$ cat src/rtl/ultrasonic_pkg.sv
// Shared sizing and state type for the ultrasonic sample capture path.
package ultrasonic_pkg;
    localparam int unsigned DATA_W = 25;
    localparam int unsigned DEPTH  = 128;
    localparam int unsigned ADDR_W = 7;
    localparam int unsigned CNT_W  = 8;

    typedef enum logic [1:0] {
        IDLE,
        CAPTURE,
        STREAM
    } buf_state_t;
endpackage

$ cat src/rtl/sample_buffer_if.sv
// Capture/stream/random-read signal bundle between front end, ControlUnit and sample_buffer.
interface sample_buffer_if;
    import ultrasonic_pkg::*;

    logic                capture_start;
    logic                wr_valid;
    logic [DATA_W-1:0]   wr_data;
    logic                rd_en;
    logic [ADDR_W-1:0]   read_add;
    logic [DATA_W-1:0]   read_data;
    logic                send_enB;
    logic [DATA_W-1:0]   buf_out;
    logic                full;
    logic [CNT_W-1:0]    count;
    logic                dropped;

    modport slave (
        input  capture_start, wr_valid, wr_data, rd_en, read_add,
        output read_data, send_enB, buf_out, full, count, dropped
    );

    modport master (
        output capture_start, wr_valid, wr_data, rd_en, read_add,
        input  read_data, send_enB, buf_out, full, count, dropped
    );
endinterface

$ cat src/rtl/sample_ram.sv
// 128x25 synchronous RAM: one write port, two independent registered read ports, read-first.
module sample_ram
    import ultrasonic_pkg::*;
(
    input  logic              clk,
    input  logic              we_i,
    input  logic [ADDR_W-1:0] waddr_i,
    input  logic [DATA_W-1:0] wdata_i,
    input  logic              re_a_i,
    input  logic [ADDR_W-1:0] raddr_a_i,
    output logic [DATA_W-1:0] rdata_a_o,
    input  logic              re_b_i,
    input  logic [ADDR_W-1:0] raddr_b_i,
    output logic [DATA_W-1:0] rdata_b_o
);
    logic [DATA_W-1:0] mem_q [DEPTH];

    // Reads sample the array before this edge's write lands, giving read-first behaviour.
    always_ff @(posedge clk) begin
        if (we_i)   mem_q[waddr_i] <= wdata_i;
        if (re_a_i) rdata_a_o      <= mem_q[raddr_a_i];
        if (re_b_i) rdata_b_o      <= mem_q[raddr_b_i];
    end
endmodule

$ cat src/rtl/sample_buffer.sv
// Captures 128 samples into sample_ram, then streams them out in order; random reads run alongside.
module sample_buffer
    import ultrasonic_pkg::*;
(
    input  logic            clk,
    input  logic            rst_n,
    sample_buffer_if.slave  bus
);
    buf_state_t          state_q;
    logic [ADDR_W-1:0]   wr_ptr_q;
    logic [ADDR_W-1:0]   rd_ptr_q;
    logic [CNT_W-1:0]    count_q;
    logic                full_q;
    logic                dropped_q;
    logic                issue_done_q;
    logic                pend_q;
    logic                pend_last_q;
    logic                send_q;
    logic                send_last_q;
    logic                rd_pend_q;
    logic [DATA_W-1:0]   read_data_q;
    logic [DATA_W-1:0]   buf_out_q;

    logic                wr_accept;
    logic                issue;
    logic [DATA_W-1:0]   ram_rdata_a;
    logic [DATA_W-1:0]   ram_rdata_b;

    assign wr_accept = (state_q == CAPTURE) && bus.wr_valid && !bus.capture_start;
    assign issue     = (state_q == STREAM) && !issue_done_q;

    sample_ram u_ram (
        .clk       (clk),
        .we_i      (wr_accept),
        .waddr_i   (wr_ptr_q),
        .wdata_i   (bus.wr_data),
        .re_a_i    (bus.rd_en),
        .raddr_a_i (bus.read_add),
        .rdata_a_o (ram_rdata_a),
        .re_b_i    (issue),
        .raddr_b_i (rd_ptr_q),
        .rdata_b_o (ram_rdata_b)
    );

    always_ff @(posedge clk or negedge rst_n) begin
        if (!rst_n) begin
            state_q      <= IDLE;
            wr_ptr_q     <= '0;
            rd_ptr_q     <= '0;
            count_q      <= '0;
            full_q       <= 1'b0;
            dropped_q    <= 1'b0;
            issue_done_q <= 1'b0;
            pend_q       <= 1'b0;
            pend_last_q  <= 1'b0;
            send_q       <= 1'b0;
            send_last_q  <= 1'b0;
            rd_pend_q    <= 1'b0;
            read_data_q  <= '0;
            buf_out_q    <= '0;
        end else begin
            rd_pend_q <= bus.rd_en;
            if (rd_pend_q) read_data_q <= ram_rdata_a;

            // Stream pipeline: address issue -> RAM register -> output register.
            pend_q      <= issue;
            pend_last_q <= issue && (rd_ptr_q == '1);
            send_q      <= pend_q;
            send_last_q <= pend_last_q;
            if (pend_q) buf_out_q <= ram_rdata_b;

            if (issue) begin
                rd_ptr_q <= rd_ptr_q + ADDR_W'(1);
                if (rd_ptr_q == '1) issue_done_q <= 1'b1;
            end

            if (bus.wr_valid && (state_q != CAPTURE)) dropped_q <= 1'b1;

            case (state_q)
                IDLE: begin
                    if (bus.capture_start) begin
                        state_q   <= CAPTURE;
                        count_q   <= '0;
                        wr_ptr_q  <= '0;
                        dropped_q <= 1'b0;
                    end
                end
                CAPTURE: begin
                    if (bus.capture_start) begin
                        count_q  <= '0;
                        wr_ptr_q <= '0;
                    end else if (bus.wr_valid) begin
                        wr_ptr_q <= wr_ptr_q + ADDR_W'(1);
                        count_q  <= count_q + CNT_W'(1);
                        if (count_q == CNT_W'(DEPTH - 1)) begin
                            state_q      <= STREAM;
                            full_q       <= 1'b1;
                            rd_ptr_q     <= '0;
                            issue_done_q <= 1'b0;
                        end
                    end
                end
                STREAM: begin
                    if (send_q && send_last_q) begin
                        state_q <= IDLE;
                        full_q  <= 1'b0;
                        count_q <= '0;
                    end
                end
                default: state_q <= IDLE;
            endcase
        end
    end

    assign bus.read_data = read_data_q;
    assign bus.send_enB  = send_q;
    assign bus.buf_out   = buf_out_q;
    assign bus.full      = full_q;
    assign bus.count     = count_q;
    assign bus.dropped   = dropped_q;
endmodule

$ cat src/flat_wrapper.sv
// flat-port wrapper written by rule: the top's interface ports become plain ports
module sample_buffer_flat import ultrasonic_pkg::*;
  (clk, rst_n, bus_capture_start, bus_wr_valid, bus_wr_data, bus_rd_en, bus_read_add, bus_read_data, bus_send_enB, bus_buf_out, bus_full, bus_count, bus_dropped);
  sample_buffer_if bus_i ();
  input  logic clk;
  input  logic rst_n;
  input wire logic [$bits(bus_i.capture_start)-1:0] bus_capture_start;
  input wire logic [$bits(bus_i.wr_valid)-1:0] bus_wr_valid;
  input wire logic [$bits(bus_i.wr_data)-1:0] bus_wr_data;
  input wire logic [$bits(bus_i.rd_en)-1:0] bus_rd_en;
  input wire logic [$bits(bus_i.read_add)-1:0] bus_read_add;
  output wire logic [$bits(bus_i.read_data)-1:0] bus_read_data;
  output wire logic [$bits(bus_i.send_enB)-1:0] bus_send_enB;
  output wire logic [$bits(bus_i.buf_out)-1:0] bus_buf_out;
  output wire logic [$bits(bus_i.full)-1:0] bus_full;
  output wire logic [$bits(bus_i.count)-1:0] bus_count;
  output wire logic [$bits(bus_i.dropped)-1:0] bus_dropped;
  assign bus_i.capture_start = bus_capture_start;
  assign bus_i.wr_valid = bus_wr_valid;
  assign bus_i.wr_data = bus_wr_data;
  assign bus_i.rd_en = bus_rd_en;
  assign bus_i.read_add = bus_read_add;
  assign bus_read_data = bus_i.read_data;
  assign bus_send_enB = bus_i.send_enB;
  assign bus_buf_out = bus_i.buf_out;
  assign bus_full = bus_i.full;
  assign bus_count = bus_i.count;
  assign bus_dropped = bus_i.dropped;
  sample_buffer u_core (.clk(clk), .rst_n(rst_n), .bus(bus_i));
endmodule
$ cat config.mk
export PLATFORM = sky130hd
export DESIGN_NAME = sample_buffer_flat
export DESIGN_NICKNAME = d
export VERILOG_FILES = /design/src/rtl/ultrasonic_pkg.sv /design/src/rtl/sample_buffer_if.sv /design/src/rtl/sample_ram.sv /design/src/rtl/sample_buffer.sv /design/src/flat_wrapper.sv
export SDC_FILE = /design/constraint.sdc
export NUM_CORES = 2
export LEC_CHECK = 0
export ABC_CLOCK_PERIOD_IN_PS = 3300
export BUFFER_PORTS_ARGS = -buffer_cell sky130_fd_sc_hd__buf_2
export CAP_MARGIN = 20
export CELL_PAD_IN_SITES_DETAIL_PLACEMENT = 0
export CELL_PAD_IN_SITES_GLOBAL_PLACEMENT = 1
export CORE_UTILIZATION = 45
export CTS_CLUSTER_DIAMETER = 60
export DETAILED_ROUTE_END_ITERATION = 10
export MAX_ROUTING_LAYER = met4
export PLACE_DENSITY = 0.75
export SLEW_MARGIN = 15
export SYNTH_ARGS = -nofsm -noshare
export SYNTH_HDL_FRONTEND = slang
export SYNTH_SLANG_ARGS = --single-unit
$ cat constraint.sdc
create_clock -name clk -period 3.3 [get_ports clk]
set_clock_uncertainty 0.2 [all_clocks]
set_input_delay 0.99 -clock clk [delete_from_list [all_inputs] [get_ports clk]]
set_output_delay 0.99 -clock clk [all_outputs]
set_load 0.05 [all_outputs]
==> Word-level counts from Yosys, hierarchy flattened <==
Memory sizes are Yosys's and may differ from the RTL's. A register that Yosys moved wholly into a read port is not among the register bits.
Index checks and enable logic that the tools add are counted.
{ "op_classes": {"n_addsub": 3, "multipliers": 0, "div_mod_pow": 0, "n_lt_le_gt_ge": 0, "n_eq_ne": 11, "shift": 0, "muxes": 36, "n_bitwise": 0, "n_reduce_logical": 16} }
{ "op_table": {"columns": ["operator", "count"], "rows": [
  ["$mux 7", 8],
  ["$mux 8", 4],
  ["$pmux 8 s3", 1],
  ["$mux 1", 15],
  ["$add 7x1->7 const B", 2],
  ["$pmux 7 s2", 1],
  ["$mux 2", 5],
  ["$ne 2x2->1 const B", 5],
  ["$reduce_and 5->1", 2],
  ["$add 8x1->8 const B", 1],
  ["$eq 8x7->1 const B", 1],
  ["$eq 7x7->1 const B", 1],
  ["$logic_and 1x1->1", 6],
  ["$pmux 2 s3", 1],
  ["$reduce_and 4->1", 1],
  ["$reduce_bool 2->1", 2],
  ["$ne 3x3->1 const B", 1],
  ["$reduce_and 3->1", 1],
  ["$reduce_bool 3->1", 1],
  ["$eq 2x1->1 const B", 1],
  ["$eq 2x2->1 const B", 1],
  ["$logic_not 1->1", 2],
  ["$logic_not 2->1", 1],
  ["$ne 2x1->1 const B", 1],
  ["$pmux 1 s2", 1]
]} }
{ "word_totals": {"regBits": 82, "latchBits": 0, "ramBits": 3200, "mem_bits_ro": 0, "memories": 1} }
{ "mem_list": {"columns": ["memory", "words", "word_bits", "read_ports", "rd_ports_with_merged_regs", "write_ports", "line_no", "rtl"], "rows": [
  ["u_core.u_ram.mem_q", 128, 25, 2, 2, 1, "sample_ram.sv:16", "logic [DATA_W-1:0] mem_q [DEPTH];"]
]} }

==> Depth between registers and ports, before layout <==
{ "depth": {"depth_word": 7, "depth_mapped": 10, "depth_no_buf": 6} }

==> By module <==
A second synthesis with hierarchy kept.
{ "unflattened": {"hier_cells": 6299, "hier_area_um2": 151490.3} }
{ "by_module_without_submodules": {"columns": ["mod", "n_inst", "cells_each", "area_per_inst_um2", "seq_area_each_um2"], "rows": [
  ["sample_ram", 1, 6057, 148197.1, 97593.6],
  ["sample_buffer", 1, 242, 3293.2, 2052.0]
]} }

==> Worst setup path before layout <==
OpenSTA, ideal clock, no wires.
{ "synth_path": {"path_kind": "input-to-reg", "startpoint": "input port bus_capture_start", "endpoint": "memory u_core.u_ram.mem_q[99][0], enable pin", "arrival_ns": 3.011, "setup_slack_ns": -0.317, "path_stages": 6, "path_cell_list": "nor2_1 and3_1 buf_2 nand3_1 clkbuf_1 nor2_1"} }
{ "synth_between": {"elab_chain_cells": 4} }
{ "synth_lines": {"columns": ["item", "line_no", "rtl"], "rows": [
  ["from (decl)", "flat_wrapper.sv:7", "input wire logic [$bits(bus_i.capture_start)-1:0] bus_capture_start;"],
  ["$logic_not 1->1", "sample_buffer.sv:29", "assign wr_accept = (state_q == CAPTURE) && bus.wr_valid && !bus.capture_start;"],
  ["$logic_and 1x1->1", "sample_buffer.sv:29", null],
  ["$mux 1", "sample_ram.sv:20", "if (we_i) mem_q[waddr_i] <= wdata_i;"],
  ["$mux 1 (not written as such)", "sample_ram.sv:20", null],
  ["to (decl)", "sample_ram.sv:16", null]
]} }
No other way between the ends.

==> impl_metrics.csv <==
group,metric,value,unit
sta,hold_viol,0,
yosys,synthSimpleGateAreaFrac,1.69,%
yosys,ys_types,67,
detailed_routing,vias,94000,
sta,max_freq,295,MHz
yosys,synthAdderAreaFrac,0.0248,%
run,maxCapViolCount,0,
setup_path,reg2reg_depth,9,
yosys,synth_nets,7352,
clocking,cts_root_buf,"clkbuf_16",
grt,grt_use_total,33.6,%
yosys,ys_top_cells_by_count,"3250 x edfxtp_1, 1582 x mux4_2, 417 x mux2i_1, 283 x o22ai_1, 208 x clkbuf_1",
yosys,muxShareOfSynthArea,26.7,%
power_and_ir_drop,cellLeakagePower,61.3,nW
final_layout,area_growth,20.8,%
placement,placed_area,0.171,mm²
clocking,clk_pin_slew,0.06,ns
setup_path,critPathTopFamily,"buffers and inverters",
grt,grt_first_pass_wirelength,758000,µm
sta,drv_slew,0,
setup_path,crit_slowest_cell,"dfrtp_4",
grt,overflow,0,
clocking,clockBufferDepth,4,
setup_path,critPathLaunchType,"flop",
final_layout,instances_no_fill,13200,
yosys,synth-warning-count,0,
die,die_h,582,µm
yosys,syn_area,0.152,mm²
setup_path,crit_path_max_incr_delay,0.56,ns
detailed_routing,drt-initial-drc-count,16300,
setup_path,crit_start,"u_core.rd_ptr_q[1]",
setup_path,critPathCapture,"u_core.u_ram.rdata_b_o[10]",
clocking,htreeDepth,5,
yosys,synth_top_cells_by_area,"edfxtp_1 64%, mux4_2 24%, mux2i_1 2.8%",
yosys,synth_ff_type,"edfxtp_1",
setup_path,crit_top_cell,"buf_4",
outcome,status,"finished, violations left",
setup_path,cp_num_buf_inv,4,
detailed_routing,antenna_left,0,
power_and_ir_drop,ir_drop,0.000470,V
final_layout,drive_above_1_share,43.1,%
clocking,clock-sinks,3332,
sta,setup_ws,-0.0947,ns
yosys,ys_ff_latch,3332,
die,initial_core_util,45.3,%
grt,antenna_found_initial,37,
sta,setup_viol,9,
outcome,failed_checks,"setup timing",
detailed_routing,drc,0,
final_layout,design_area,0.183,mm²
die,fp-row-count,212,
die,die_x,582,µm
placement,place_congestion,0.979,
sta,worst_pin_slew,1.24,ns
power_and_ir_drop,power.density,507,mW/mm²
yosys,synth_top_family_by_area,"multiplexers",
die,ioPinCount,98,
setup_path,path_class,"reg -> reg",
placement,numPortBuffers,97,
grt,grt_max_degree,129,
clocking,clock_latency,1.00,ns
clocking,cts_made_buffers,355,
final_layout,nets,8543,
worst_hold_path,worstHoldPathType,"in -> reg",
setup_path,path_depth,9,
setup_path,rr_endpoint,"u_core.u_ram.rdata_b_o[10]",
sta,relSlewSlack,16.9,%
setup_path,reg2reg_slack,-0.09,ns
detailed_routing,drtPass1Iterations,8,
setup_path,r2r_start,"u_core.rd_ptr_q[1]",
yosys,avgSynthCellArea,20.7,µm²
yosys,synth_edf_count,3250,
yosys,synth_compound_area_share,3.53,%
placement,post-place-cells,12500,
sta,period_share,103,%
placement,dp_hpwl,369000,µm
detailed_routing,finalWirelength,558000,µm
sta,finalCriticalPeriod,3.39,ns
yosys,async_flop_share,2.46,%
sta,tns,-0.391,ns
setup_path,required,3.85,ns
detailed_routing,wl_per_cell,42.1,µm
power_and_ir_drop,finalPower,92.8,mW
yosys,yosysSeqAreaShare,65.8,%
grt,grt_pass1_vias,93200,
die,die_area,0.339,mm²
setup_path,path_max_fanout,12,
yosys,synth_top_cell_by_area,"edfxtp_1",
setup_path,cp.arrival,3.95,ns
detailed_routing,drt-vias-per-instance,7.10,
setup_path,worstPathCellList,"buf_4 > clkbuf_16 > nand2b_2 > buf_4 > o221ai_1 > a21oi_1 > a211oi_1 > buf_4 > a21oi_1",
setup_path,endpoint_kind,"flop",
yosys,syn_inst,7312,
yosys,synth.most_common_cell,"edfxtp_1",
yosys,synth_xor_area_share,0.0636,%
clocking,cts_tree,"done",
yosys,synth_top_area_share,64.4,%
die,core_area,0.334,mm²
sequential cells by signal (all words and copies together) (netlist names):
signal / cells
u_core.bus.send_enB: 1
u_core.bus.read_data: 25
u_core.bus.dropped: 1
u_core.bus.buf_out: 25
u_core.wr_ptr_q: 7
u_core.u_ram.rdata_b_o: 25
u_core.send_last_q: 1
u_core.u_ram.mem_q: 3200
u_core.rd_ptr_q: 7
u_core.issue_done_q: 1
u_core.pend_q: 1
u_core.bus.count: 8
u_core.state_q: 2
u_core.rd_pend_q: 1
u_core.u_ram.rdata_a_o: 25
u_core.pend_last_q: 1
u_core.bus.full: 1
power by group:
group / switching (mW) / internal (mW) / total (mW) / leakage [nW]
Sequential: 0.295 / 46.7 / 47.0 / 30.3
Clock: 17.4 / 22.8 / 40.3 / 5.65
Combinational: 3.49 / 2.11 / 5.61 / 25.3
layout by cell type (no fill, tap or decap), types with 42 or more instances in the layout:
cell type	synthesis	routed
nor2_4	0	131
diode_2	0	60
nor2_1	174	42
edfxtp_1	3250	3250
dfrtp_1	82	74
buf_4	63	892
nand2_1	145	140
mux2_2	50	50
nor3_1	77	75
o221ai_1	52	52
buf_12	3	425
mux4_2	1582	1582
buf_2	174	69
o22ai_1	283	278
a22oi_1	169	159
clkinv_2	0	58
clkbuf_16	0	359
mux2i_1	417	415
clkbuf_1	208	60
clkinv_1	1	67
a21oi_1	92	91
metal layers:
metal / GRT usage [%] / vias up / wire, µm
met5: - / - / 0
met4: 23.3 / 0 / 47100
met3: 10.2 / 1753 / 76600
met2: 47.9 / 8321 / 247000
met1: 41.1 / 49200 / 187000
li1: - / 34700 / -
tightest hold or removal path, cell delays in order:
cell     delay, ns
buf_2         0.14
a21oi_1       0.05
nor2_1        0.08
cell families after synthesis:
kind of cell / Yosys count
buffers and inverters: 590
adders and majority gates: 3
xor gates and xnor gates: 11
AOI/OAI and AO/OA: 773
and+or+nand+nor: 550
muxes: 2053
DFF: 3332
metrics by stage:
step	hold WS, ns	utilization [%]	setup WS (ns)
finish	0.122	54.8	-0.0947
detailed placement	0.141	51.0	-1.30
floorplan	0.131	-	-0.317
CTS	0.0880	54.6	-0.0594
global placement	0.143	51.0	-1.28
global route	0.155	54.8	-0.0211
worst min-delay path by stage:
stage,start,end,slack (ns),depth (start not counted)
floorplan,u_core.pend_last_q,u_core.send_last_q,0.13,0
global placement,u_core.pend_last_q,u_core.send_last_q,0.14,0
detailed placement,u_core.pend_last_q,u_core.send_last_q,0.14,0
CTS,bus_capture_start,u_core.state_q[0],0.09,3
global route,bus_wr_valid,u_core.bus.dropped,0.16,2
finish,bus_capture_start,u_core.state_q[0],0.12,3
area by class of cell:
type                    count  area [µm²]
diodes                     60         150
clock buffers             430        9340
clock inverters           219        2280
fillers                 24900      151000
inverters                   5        23.8
multi-input cells        3390       49800
flip-flops and latches   3332       99700
well taps                4387        5490
repair buffers           1419       16300
repair_timing:
action,in CTS,in global routing
endpoints found under the setup margin,17,26
resized for setup,30,33
endpoints found under the hold margin,11,0
pin swaps,1,4
hold buffers,1,0
buffers inserted,9,13
gates cloned,7,2
Note: power is estimated with default switching activity, not from simulation.
